File: src/rtl/conv_sched_pkg.sv
// Shared types and helpers for the conv_buffer window scheduler.
package conv_sched_pkg;

    typedef enum logic [1:0] {
        IDLE  = 2'd0,
        RUN   = 2'd1,
        FLUSH = 2'd2,
        DONE  = 2'd3
    } sched_state_t;

    localparam int STRIDE_W = 2;

    // A frame must fit at least one kernel and stay inside buffer/row limits.
    function automatic logic cfg_legal(
        input int unsigned cols,
        input int unsigned rows,
        input int unsigned stride,
        input int unsigned kc,
        input int unsigned kr,
        input int unsigned max_cols,
        input int unsigned max_rows
    );
        return (cols >= kc) && (cols <= max_cols) &&
               (rows >= kr) && (rows <= max_rows) &&
               (stride != 0);
    endfunction

endpackage

File: src/rtl/conv_pos_counter.sv
// Raster position tracker: row/column counters plus stride phase counters
// that mark which pixels complete a stride-aligned kernel window.
module conv_pos_counter
    import conv_sched_pkg::*;
#(
    parameter int KERNEL_ROW_SIZE    = 3,
    parameter int KERNEL_COLUMN_SIZE = 3,
    parameter int RW                 = 11,
    parameter int CW                 = 11
)(
    input  logic                clk,
    input  logic                rst,
    input  logic                clear,
    input  logic                advance,
    input  logic [CW-1:0]       cols,
    input  logic [RW-1:0]       rows,
    input  logic [STRIDE_W-1:0] stride,
    output logic [RW-1:0]       r,
    output logic [CW-1:0]       c,
    output logic                row_phase_zero,
    output logic                last_pixel,
    output logic                window_legal
);
    localparam logic [RW-1:0] R_FIRST = RW'(KERNEL_ROW_SIZE - 1);
    localparam logic [CW-1:0] C_FIRST = CW'(KERNEL_COLUMN_SIZE - 1);

    logic [RW-1:0]       r_reg;
    logic [CW-1:0]       c_reg;
    logic [STRIDE_W-1:0] row_phase_reg;
    logic [STRIDE_W-1:0] col_phase_reg;
    logic                row_end;

    assign r              = r_reg;
    assign c              = c_reg;
    assign row_end        = (c_reg == cols - CW'(1));
    assign last_pixel     = row_end && (r_reg == rows - RW'(1));
    assign row_phase_zero = (row_phase_reg == '0);
    assign window_legal   = (r_reg >= R_FIRST) && (c_reg >= C_FIRST) &&
                            row_phase_zero && (col_phase_reg == '0);

    // Phases are held at 0 until the first full-kernel position, then count modulo stride.
    always_ff @(posedge clk) begin
        if (rst || clear) begin
            r_reg         <= '0;
            c_reg         <= '0;
            row_phase_reg <= '0;
            col_phase_reg <= '0;
        end else if (advance) begin
            if (row_end) begin
                c_reg         <= '0;
                col_phase_reg <= '0;
                r_reg         <= r_reg + RW'(1);
                if (r_reg < R_FIRST || row_phase_reg == stride - STRIDE_W'(1))
                    row_phase_reg <= '0;
                else
                    row_phase_reg <= row_phase_reg + STRIDE_W'(1);
            end else begin
                c_reg <= c_reg + CW'(1);
                if (c_reg < C_FIRST || col_phase_reg == stride - STRIDE_W'(1))
                    col_phase_reg <= '0;
                else
                    col_phase_reg <= col_phase_reg + STRIDE_W'(1);
            end
        end
    end

endmodule

File: src/rtl/conv_window_scheduler.sv
// Per-frame sequencer for the conv_buffer line buffer: forwards pixels and flags legal windows.
// Build option CONV_SCHED_STALL_CNT_EN adds a saturating 32-bit stall_cnt output.
module conv_window_scheduler
    import conv_sched_pkg::*;
#(
    parameter int DATA_WIDTH         = 8,
    parameter int BUFFER_LENGTH      = 2000,
    parameter int KERNEL_ROW_SIZE    = 3,
    parameter int KERNEL_COLUMN_SIZE = 3,
    parameter int MAX_ROWS           = 2048,
    parameter int BUF_LATENCY        = 1
)(
    input  logic                             clk,
    input  logic                             rst,
    input  logic                             cfg_start,
    input  logic [$clog2(BUFFER_LENGTH)-1:0] cfg_cols,
    input  logic [$clog2(MAX_ROWS)-1:0]      cfg_rows,
    input  logic [STRIDE_W-1:0]              cfg_stride,
    input  logic [DATA_WIDTH-1:0]            s_data,
    input  logic                             s_valid,
    output logic                             s_ready,
    output logic [DATA_WIDTH-1:0]            buf_point,
    output logic                             buf_valid,
    output logic [$clog2(BUFFER_LENGTH)-1:0] buf_col_size,
    output logic                             win_valid,
    output logic [$clog2(MAX_ROWS)-1:0]      win_row,
    output logic [$clog2(BUFFER_LENGTH)-1:0] win_col,
    output logic                             busy,
    output logic                             frame_done,
`ifdef CONV_SCHED_STALL_CNT_EN
    output logic [31:0]                      stall_cnt,
`endif
    output logic                             cfg_err
);
    localparam int CW = $clog2(BUFFER_LENGTH);
    localparam int RW = $clog2(MAX_ROWS);
    localparam int FW = $clog2(BUF_LATENCY + 2);
    localparam logic [RW-1:0] R_FIRST = RW'(KERNEL_ROW_SIZE - 1);

    sched_state_t        state_reg, state_next;
    logic [FW-1:0]       flush_cnt_reg;
    logic [CW-1:0]       cols_reg;
    logic [RW-1:0]       rows_reg;
    logic [STRIDE_W-1:0] stride_reg;
    logic [RW-1:0]       out_row_reg;
    logic [CW-1:0]       out_col_reg;
    logic [DATA_WIDTH-1:0] buf_point_reg;
    logic                buf_valid_reg;
    logic                cfg_err_reg;
    logic                win_v_pipe   [0:BUF_LATENCY];
    logic [RW-1:0]       win_row_pipe [0:BUF_LATENCY];
    logic [CW-1:0]       win_col_pipe [0:BUF_LATENCY];

    logic          cfg_ok, start_ok, start_bad, accept, emit;
    logic [RW-1:0] pos_r;
    logic [CW-1:0] pos_c;
    logic          row_phase_zero, last_pixel, window_legal, row_end, row_has_windows;

    assign cfg_ok    = cfg_legal(32'(cfg_cols), 32'(cfg_rows), 32'(cfg_stride),
                                 KERNEL_COLUMN_SIZE, KERNEL_ROW_SIZE, BUFFER_LENGTH, MAX_ROWS);
    assign start_ok  = (state_reg == IDLE) && cfg_start && cfg_ok;
    assign start_bad = (state_reg == IDLE) && cfg_start && !cfg_ok;
    assign accept    = s_valid && (state_reg == RUN);
    assign emit      = accept && window_legal;
    assign row_end   = (pos_c == cols_reg - CW'(1));
    assign row_has_windows = (pos_r >= R_FIRST) && row_phase_zero;

    conv_pos_counter #(
        .KERNEL_ROW_SIZE    (KERNEL_ROW_SIZE),
        .KERNEL_COLUMN_SIZE (KERNEL_COLUMN_SIZE),
        .RW                 (RW),
        .CW                 (CW)
    ) u_pos (
        .clk            (clk),
        .rst            (rst),
        .clear          (start_ok),
        .advance        (accept),
        .cols           (cols_reg),
        .rows           (rows_reg),
        .stride         (stride_reg),
        .r              (pos_r),
        .c              (pos_c),
        .row_phase_zero (row_phase_zero),
        .last_pixel     (last_pixel),
        .window_legal   (window_legal)
    );

    always_comb begin
        state_next = state_reg;
        case (state_reg)
            IDLE:    if (start_ok) state_next = RUN;
            RUN:     if (accept && last_pixel) state_next = FLUSH;
            FLUSH:   if (flush_cnt_reg == FW'(BUF_LATENCY)) state_next = DONE;
            DONE:    state_next = IDLE;
            default: state_next = IDLE;
        endcase
    end

    always_ff @(posedge clk) begin
        if (rst) begin
            state_reg     <= IDLE;
            flush_cnt_reg <= '0;
            cols_reg      <= '0;
            rows_reg      <= '0;
            stride_reg    <= '0;
            cfg_err_reg   <= 1'b0;
        end else begin
            state_reg     <= state_next;
            flush_cnt_reg <= (state_reg == FLUSH) ? flush_cnt_reg + FW'(1) : '0;
            cfg_err_reg   <= start_bad;
            if (start_ok) begin
                cols_reg   <= cfg_cols;
                rows_reg   <= cfg_rows;
                stride_reg <= cfg_stride;
            end
        end
    end

    // Output-map indices: column restarts each row, row advances only after rows that emitted windows.
    always_ff @(posedge clk) begin
        if (rst || start_ok) begin
            out_row_reg <= '0;
            out_col_reg <= '0;
        end else if (accept) begin
            if (row_end) begin
                out_col_reg <= '0;
                if (row_has_windows) out_row_reg <= out_row_reg + RW'(1);
            end else if (window_legal) begin
                out_col_reg <= out_col_reg + CW'(1);
            end
        end
    end

    // Stage 0 lines up with buf_valid; the last stage lines up with out_matrix.
    always_ff @(posedge clk) begin
        if (rst) begin
            buf_valid_reg <= 1'b0;
            buf_point_reg <= '0;
            for (int i = 0; i <= BUF_LATENCY; i++) begin
                win_v_pipe[i]   <= 1'b0;
                win_row_pipe[i] <= '0;
                win_col_pipe[i] <= '0;
            end
        end else begin
            buf_valid_reg <= accept;
            if (accept) buf_point_reg <= s_data;
            win_v_pipe[0] <= emit;
            if (emit) begin
                win_row_pipe[0] <= out_row_reg;
                win_col_pipe[0] <= out_col_reg;
            end
            for (int i = 1; i <= BUF_LATENCY; i++) begin
                win_v_pipe[i]   <= win_v_pipe[i-1];
                win_row_pipe[i] <= win_row_pipe[i-1];
                win_col_pipe[i] <= win_col_pipe[i-1];
            end
        end
    end

`ifdef CONV_SCHED_STALL_CNT_EN
    logic [31:0] stall_cnt_reg;
    always_ff @(posedge clk) begin
        if (rst) begin
            stall_cnt_reg <= '0;
        end else if (cfg_start && state_reg == IDLE) begin
            stall_cnt_reg <= '0;
        end else if (state_reg == RUN && !s_valid && stall_cnt_reg != '1) begin
            stall_cnt_reg <= stall_cnt_reg + 32'd1;
        end
    end
    assign stall_cnt = stall_cnt_reg;
`endif

    assign s_ready      = (state_reg == RUN);
    assign busy         = (state_reg == RUN) || (state_reg == FLUSH);
    assign frame_done   = (state_reg == DONE);
    assign cfg_err      = cfg_err_reg;
    assign buf_point    = buf_point_reg;
    assign buf_valid    = buf_valid_reg;
    assign buf_col_size = cols_reg;
    assign win_valid    = win_v_pipe[BUF_LATENCY];
    assign win_row      = win_row_pipe[BUF_LATENCY];
    assign win_col      = win_col_pipe[BUF_LATENCY];

endmodule
File: config.mk
export PLATFORM = sky130hd
export DESIGN_NAME = conv_window_scheduler
export DESIGN_NICKNAME = d
export VERILOG_FILES = /design/src/rtl/conv_sched_pkg.sv /design/src/rtl/conv_pos_counter.sv /design/src/rtl/conv_window_scheduler.sv
export SDC_FILE = /design/constraint.sdc
export NUM_CORES = 1
export LEC_CHECK = 0
export ABC_AREA = 1
export ABC_CLOCK_PERIOD_IN_PS = 3200
export CORE_ASPECT_RATIO = 1.25
export CORE_MARGIN = 1.5
export CORE_UTILIZATION = 50
export CTS_CLUSTER_SIZE = 10
export DETAILED_ROUTE_END_ITERATION = 10
export PLACE_DENSITY = 0.77
export SKIP_CTS_REPAIR_TIMING = 1
export SLEW_MARGIN = 30
export SYNTH_ARGS = -nofsm -noshare
export SYNTH_HDL_FRONTEND = slang
export SYNTH_HIERARCHICAL = 1
export SYNTH_SLANG_ARGS = --single-unit
File: constraint.sdc
create_clock -name clk -period 3.2 [get_ports clk]
set_input_delay 0.64 -clock clk [delete_from_list [all_inputs] [get_ports clk]]
set_output_delay 0.64 -clock clk [all_outputs]
set_load 0.02 [all_outputs]
After elaboration in Yosys (flattened, before gate mapping):

Memory sizes are Yosys's and may differ from the RTL's.
Index checks and enable logic that the tools add are counted.

* bits in registers: 86
* memory bits (writable): 46
* bits of input ports: 36
* memories: 3

* $add $sub $neg: 10
* order comparisons: 7
* equal/unequal tests: 11
* multiplexer cells: 22
* bitwise logic cells: 7
* reductions and logical operators: 29

Memory list
* win_col_pipe: words 2, bits a word 11, rd ports 2, clocked after memory_dff 0, wr ports 2, line conv_window_scheduler.sv:52 `logic [CW-1:0] win_col_pipe [0:BUF_LATENCY];`
* win_row_pipe: words 2, bits a word 11, rd ports 2, clocked after memory_dff 0, wr ports 2, line conv_window_scheduler.sv:51 `logic [RW-1:0] win_row_pipe [0:BUF_LATENCY];`
* win_v_pipe: words 2, bits a word 1, rd ports 2, clocked after memory_dff 0, wr ports 2, line conv_window_scheduler.sv:50 `logic win_v_pipe [0:BUF_LATENCY];`

Operator list (count)
* $mux W11: 7
* $add A11 B1 Y11 const B: 4
* $ge A11 B2 Y1 const B: 4
* $eq A11 B11 Y1: 2
* $lt A11 B2 Y1 const B: 2
* $sub A11 B1 Y11 const B: 2
* $logic_and A1 B1 Y1: 14
* $mux W2: 6
* $le A11 B11 Y1 const B: 1
* $mux W1: 8
* $pmux W2 S4: 1
* $add A2 B1 Y2 const B: 3
* $logic_not A2 Y1: 3
* $or A1 B1 Y1: 6
* $reduce_and A3 Y1: 2
* $eq A2 B1 Y1 const B: 2
* $eq A2 B2 Y1: 2
* $eq A2 B2 Y1 const B: 2
* $logic_or A1 B1 Y1: 4
* $ne A2 B1 Y1 const B: 2
* $reduce_and A2 Y1: 2
* $reduce_bool A2 Y1: 2
* $ne A2 B2 Y1 const B: 1
* $reduce_or A2 Y1: 1
* other kinds (3): 3

Longest topological paths before layout:

* depth after elaboration: 9
* gate-level depth with buffers: 22

Cells and area by module:

Netlist, hierarchy kept.

By module, submodules not included
* conv_window_scheduler: times used 1, cells each 626, area an instance 5134.9 um^2, seq. area each 2562.5 um^2
* conv_pos_counter: times used 1, cells each 376, area an instance 2292.2 um^2, seq. area each 520.5 um^2

Worst setup path before layout:

No wires, ideal clock.

* kind: in2reg
* from: in cfg_cols[4]
* to: reg u_pos.c_reg[1] (netlist: u_pos/c[1])
* library setup time: 70 ps
* arrival: 2423 ps
* path slack: 706 ps
* stages on the path: 12
* cell sequence: o21ai_0 or2_1 a21oi_1 nor2_1 nand4_1 inv_1 buf_2 buf_2 nor2_1 inv_1 clkbuf_1 a21oi_1

* cells in the longest elaborated chain, start to end: 6

Ends and longest elaborated chain
* start: declaration: line conv_window_scheduler.sv:16 `input logic [$clog2(BUFFER_LENGTH)-1:0] cfg_cols,`
* $ge A11 B2 Y1 / $le A11 B11 Y1 (equally long branches): line conv_sched_pkg.sv:23 `return (cols >= kc) && (cols <= max_cols) &&`
* $logic_and A1 B1 Y1 (*) (2 in series): line conv_sched_pkg.sv:23
* $logic_and A1 B1 Y1 (*): line conv_sched_pkg.sv:24 `(rows >= kr) && (rows <= max_rows) &&`
* $logic_and A1 B1 Y1 (*): line conv_window_scheduler.sv:61 `assign start_ok = (state_reg == IDLE) && cfg_start && cfg_ok;`
* named net start_ok: line conv_window_scheduler.sv:54 `logic cfg_ok, start_ok, start_bad, accept, emit;`
* $logic_or A1 B1 Y1 (*): line conv_pos_counter.sv:43 `if (rst || clear) begin`
* end signal: assignment: line conv_pos_counter.sv:58 `c_reg <= c_reg + CW'(1);`
* end: declaration: line conv_pos_counter.sv:28 `logic [CW-1:0] c_reg;`

The timed path passes the listed nets; every way through them passes the cells marked *.
A chain may end at the register's enable or synchronous reset.

Worst setup path after layout:

* from: reg cols_reg[0] (netlist: buf_col_size[0])
* to: reg u_pos.c_reg[3] (netlist: u_pos/c[3])

* cells in the longest elaborated chain, start to end: 3

Ends and longest elaborated chain
* start: declaration: line conv_window_scheduler.sv:42 `logic [CW-1:0] cols_reg;`
* start signal: assignment: line conv_window_scheduler.sv:112 `cols_reg <= cfg_cols;`
* $sub A11 B1 Y11: line conv_pos_counter.sv:35 `assign row_end = (c_reg == cols - CW'(1));`
* $eq A11 B11 Y1: line conv_pos_counter.sv:35
* $mux W11: line conv_pos_counter.sv:49 `if (row_end) begin`

Every way passes these cells.

==> results.yml <==
run_status:
  status: "finished, violations left"
  violations: "DRC"
synthesis:
  synth_cells: 1002
  yosys.cell_count.top_type: "nand2_1"
  netlist.area_leader.share_pct: 23.72
  synthArstFlopShare_pct: 0
  ys_types: 40
  yosysSeqAreaShare_pct: 41.51
  synthTopCellsByArea: "dfxtp_1 (24%), edfxtp_1 (18%), nand2_1 (8.5%), nor2_1 (8.4%), inv_1 (6.9%)"
  ys.flop_type: "dfxtp_1"
  yosys_warnings: 6
  synth_area_leader_cell: "dfxtp_1"
  synth_common_cells: "nand2_1 (168), nor2_1 (167), inv_1 (136), dfxtp_1 (88), nand3_1 (57)"
  synth.avg_cell_area_sq_um: 7.412
  ys_seq_elements: 132
  netlist_area_sq_mm: 0.007427
  synth_edf_count: 44
route:
  drc: 12
  drt_wl_total_um: 17040
  initialDrtViolationCount: 529
  avgViaCountPerCell: 5.223
  via_count: 6639
  drt_first_pass_iters: 10
  antenna_left: 0
  post_drt_wl_per_cell_um: 13.41
clocking:
  cts_root_buf: "clkbuf_16"
  insertion_delay_ns: 0.41
  cts_buffers: 17
  h-tree-depth: 4
  clk_path_buf_depth: 2
  cts_sinks: 132
  clk_pin_slew_ns: 0.06
  cts_tree: "built"
power:
  p_clk_share_pct: 37.2
  p_seq_share_pct: 33.8
  p_per_area_mw_per_mm2: 663.7
  ir_drop_mv: 0.3437
  p_int_mw: 4.004
  switching_power_mw: 1.959
  p_sw_share_pct: 32.85
  p_comb_share_pct: 28.9
  power_mw: 5.963
  p_leak_nw: 3.789
placed_design:
  hpwl_um: 12000
  port_buffers: 82
  gp_congestion: 0.8907
worst_hold_path:
  whs_endpoint: "win_v_pipe[0][1]"
  hold_class: "reg2reg"
  worstHoldStart: "win_v_pipe[0][0]"
  whs_path_depth: 2
die:
  core-area_sq_mm: 0.01447
  rows: 49
  dieWidth_um: 112.0
  ios: 83
  die_area_sq_mm: 0.01560
  die_y_um: 139.3
  start_util_pct: 51.33
critical_path:
  timing.rr.start: "buf_col_size[0]"
  ff2ff_path_depth: 15
  worstSetupPathType: "reg2reg"
  cp.required_ns: 3.51
  cp-end-kind: "register"
  crit_arrival_ns: 3.03
  timing.rr.end: "u_pos/c[3]"
  regToRegSetupSlack_ns: 0.48
  worstSetupStartpointType: "register"
  path_max_fanout: 20
sta:
  worstMarginPinSlew_ns: 0.7062
  timing.setup.tns_ns: 0
  period_needed_ns: 2.719
  finalSetupViolCount: 0
  fin_skew_ns: 0.008405
  hold_viol: 0
  slew_viol_final: 0
  rsz0062_at_grt: "false"
  relSlewSlack_pct: 52.87
  finalCritPeriodShare_pct: 84.98
  max_freq_mhz: 367.7
final_layout:
  drive_gt1_share_pct: 5.855
  synthToLayoutAreaGrowth_pct: 20.96
  finalNetCount: 1132
  diodes: 0
  reg_top3: "win_col_pipe (22), win_row_pipe (22)"
global_routing:
  grtUsageTotal_pct: 22.29
  grt_pass1_wl_um: 28540
  grt_pass1_vias: 6171
  antenna_found_initial: 0
  grt_overflow: 0
  grt_max_degree: 47
run:
  drv_cap: 0
==> power groups by stage <==
stage	Clock, mW	Combinational, mW	Sequential [mW]
finish	2.22	1.73	2.02
floorplan	0	1.20	2.08
detailed placement	0	1.71	2.05
CTS	2.25	1.72	2.02
global placement	0	1.68	2.05
global route	2.34	1.93	2.04
==> worst max-delay path by stage <==
stage	slack (ns)	cells past startpoint	from	end
5_1_grt	0.30	15	buf_col_size[0]	u_pos/c[3]
2_1_floorplan	0.71	12	cfg_cols[4]	u_pos/c[1]
3_3_place_gp	0.41	9	cfg_rows[3]	out_row_reg[3]
4_1_cts	0.55	15	buf_col_size[0]	u_pos/c[3]
6_report	0.48	15	buf_col_size[0]	u_pos/c[3]
3_5_place_dp	0.37	11	cfg_cols[5]	out_col_reg[8]
==> final cells by class <==
class	count	area [sq um]
clock buffer	20	446.7
clock inverter	12	229.0
fill	1279	5485
inverter	141	529.3
multi-input combinational	692	3552
sequential	132	3083
tap	178	222.7
timing repair buffer	96	920.9
==> metal layers <==
layer | GRT usage [%] | part of all wire [%] | vias up
met5 | 0 | 0 | -
met1 | 27.47 | 43 | 3076
met2 | 39.67 | 51 | 178
met4 | 6.662 | 1.6 | 0
met3 | 4.181 | 4.0 | 32
li1 | - | - | 3353
==> cells in the final DEF, fill, tap and decap left out, types with 2 or more instances in the layout <==
master	instances
a21oi_1	48
buf_4	14
bufinv_16	6
clkbuf_1	2
clkbuf_16	17
clkdlybuf4s50_1	81
clkinv_4	2
clkinvlp_4	3
conb_1	22
dfxtp_1	88
edfxtp_1	44
ha_1	16
inv_1	136
inv_2	4
nand2_1	168
nand2_2	3
nand3_1	57
nand3b_1	4
nand4_1	50
nor2_1	167
nor2_2	4
nor2_4	5
nor3_1	24
nor4_1	10
o21ai_0	38
xnor2_1	13
xor2_1	50
==> per-stage QoR <==
stage / instances / setup slack (ns) / util [%] / hold WS [ns] / area [sq um]
2_1_floorplan: 1023 / 0.7064 / - / 0.3883 / 7506
3_3_place_gp: 1239 / 0.4110 / 57.42 / 0.3930 / 8308
3_5_place_dp: 1239 / 0.3665 / 57.42 / 0.3928 / 8308
4_1_cts: 1271 / 0.5538 / 62.09 / 0.4007 / 8984
5_1_grt: 1271 / 0.3031 / 62.09 / 0.4243 / 8984
6_report: 1271 / 0.4805 / 62.09 / 0.3993 / 8984
==> worst max-delay path, cell delays in order (launching register included) <==
cell     delay [ns]
dfxtp_1        0.46
inv_1          0.11
ha_1           0.31
xor2_1         0.15
nand2_1        0.07
nor2_1         0.13
nand2_1        0.06
inv_1          0.04
nand2_1        0.07
nor2_4         0.11
buf_4          0.22
nand3_2        0.41
nand2_2        0.26
inv_2          0.07
nand2_1        0.07
inv_1          0.05
==> kinds of logic after synthesis <==
logic type | synth area share, %
AOI/OAI and AO/OA | 6.267
DFF | 41.51
other | 0.05049
and+or+nand+nor | 29.80
buffers and inverters | 11.72
xor gates and xnor gates | 7.952
adders and majority gates | 2.695
(Power assumes the default switching activity.)
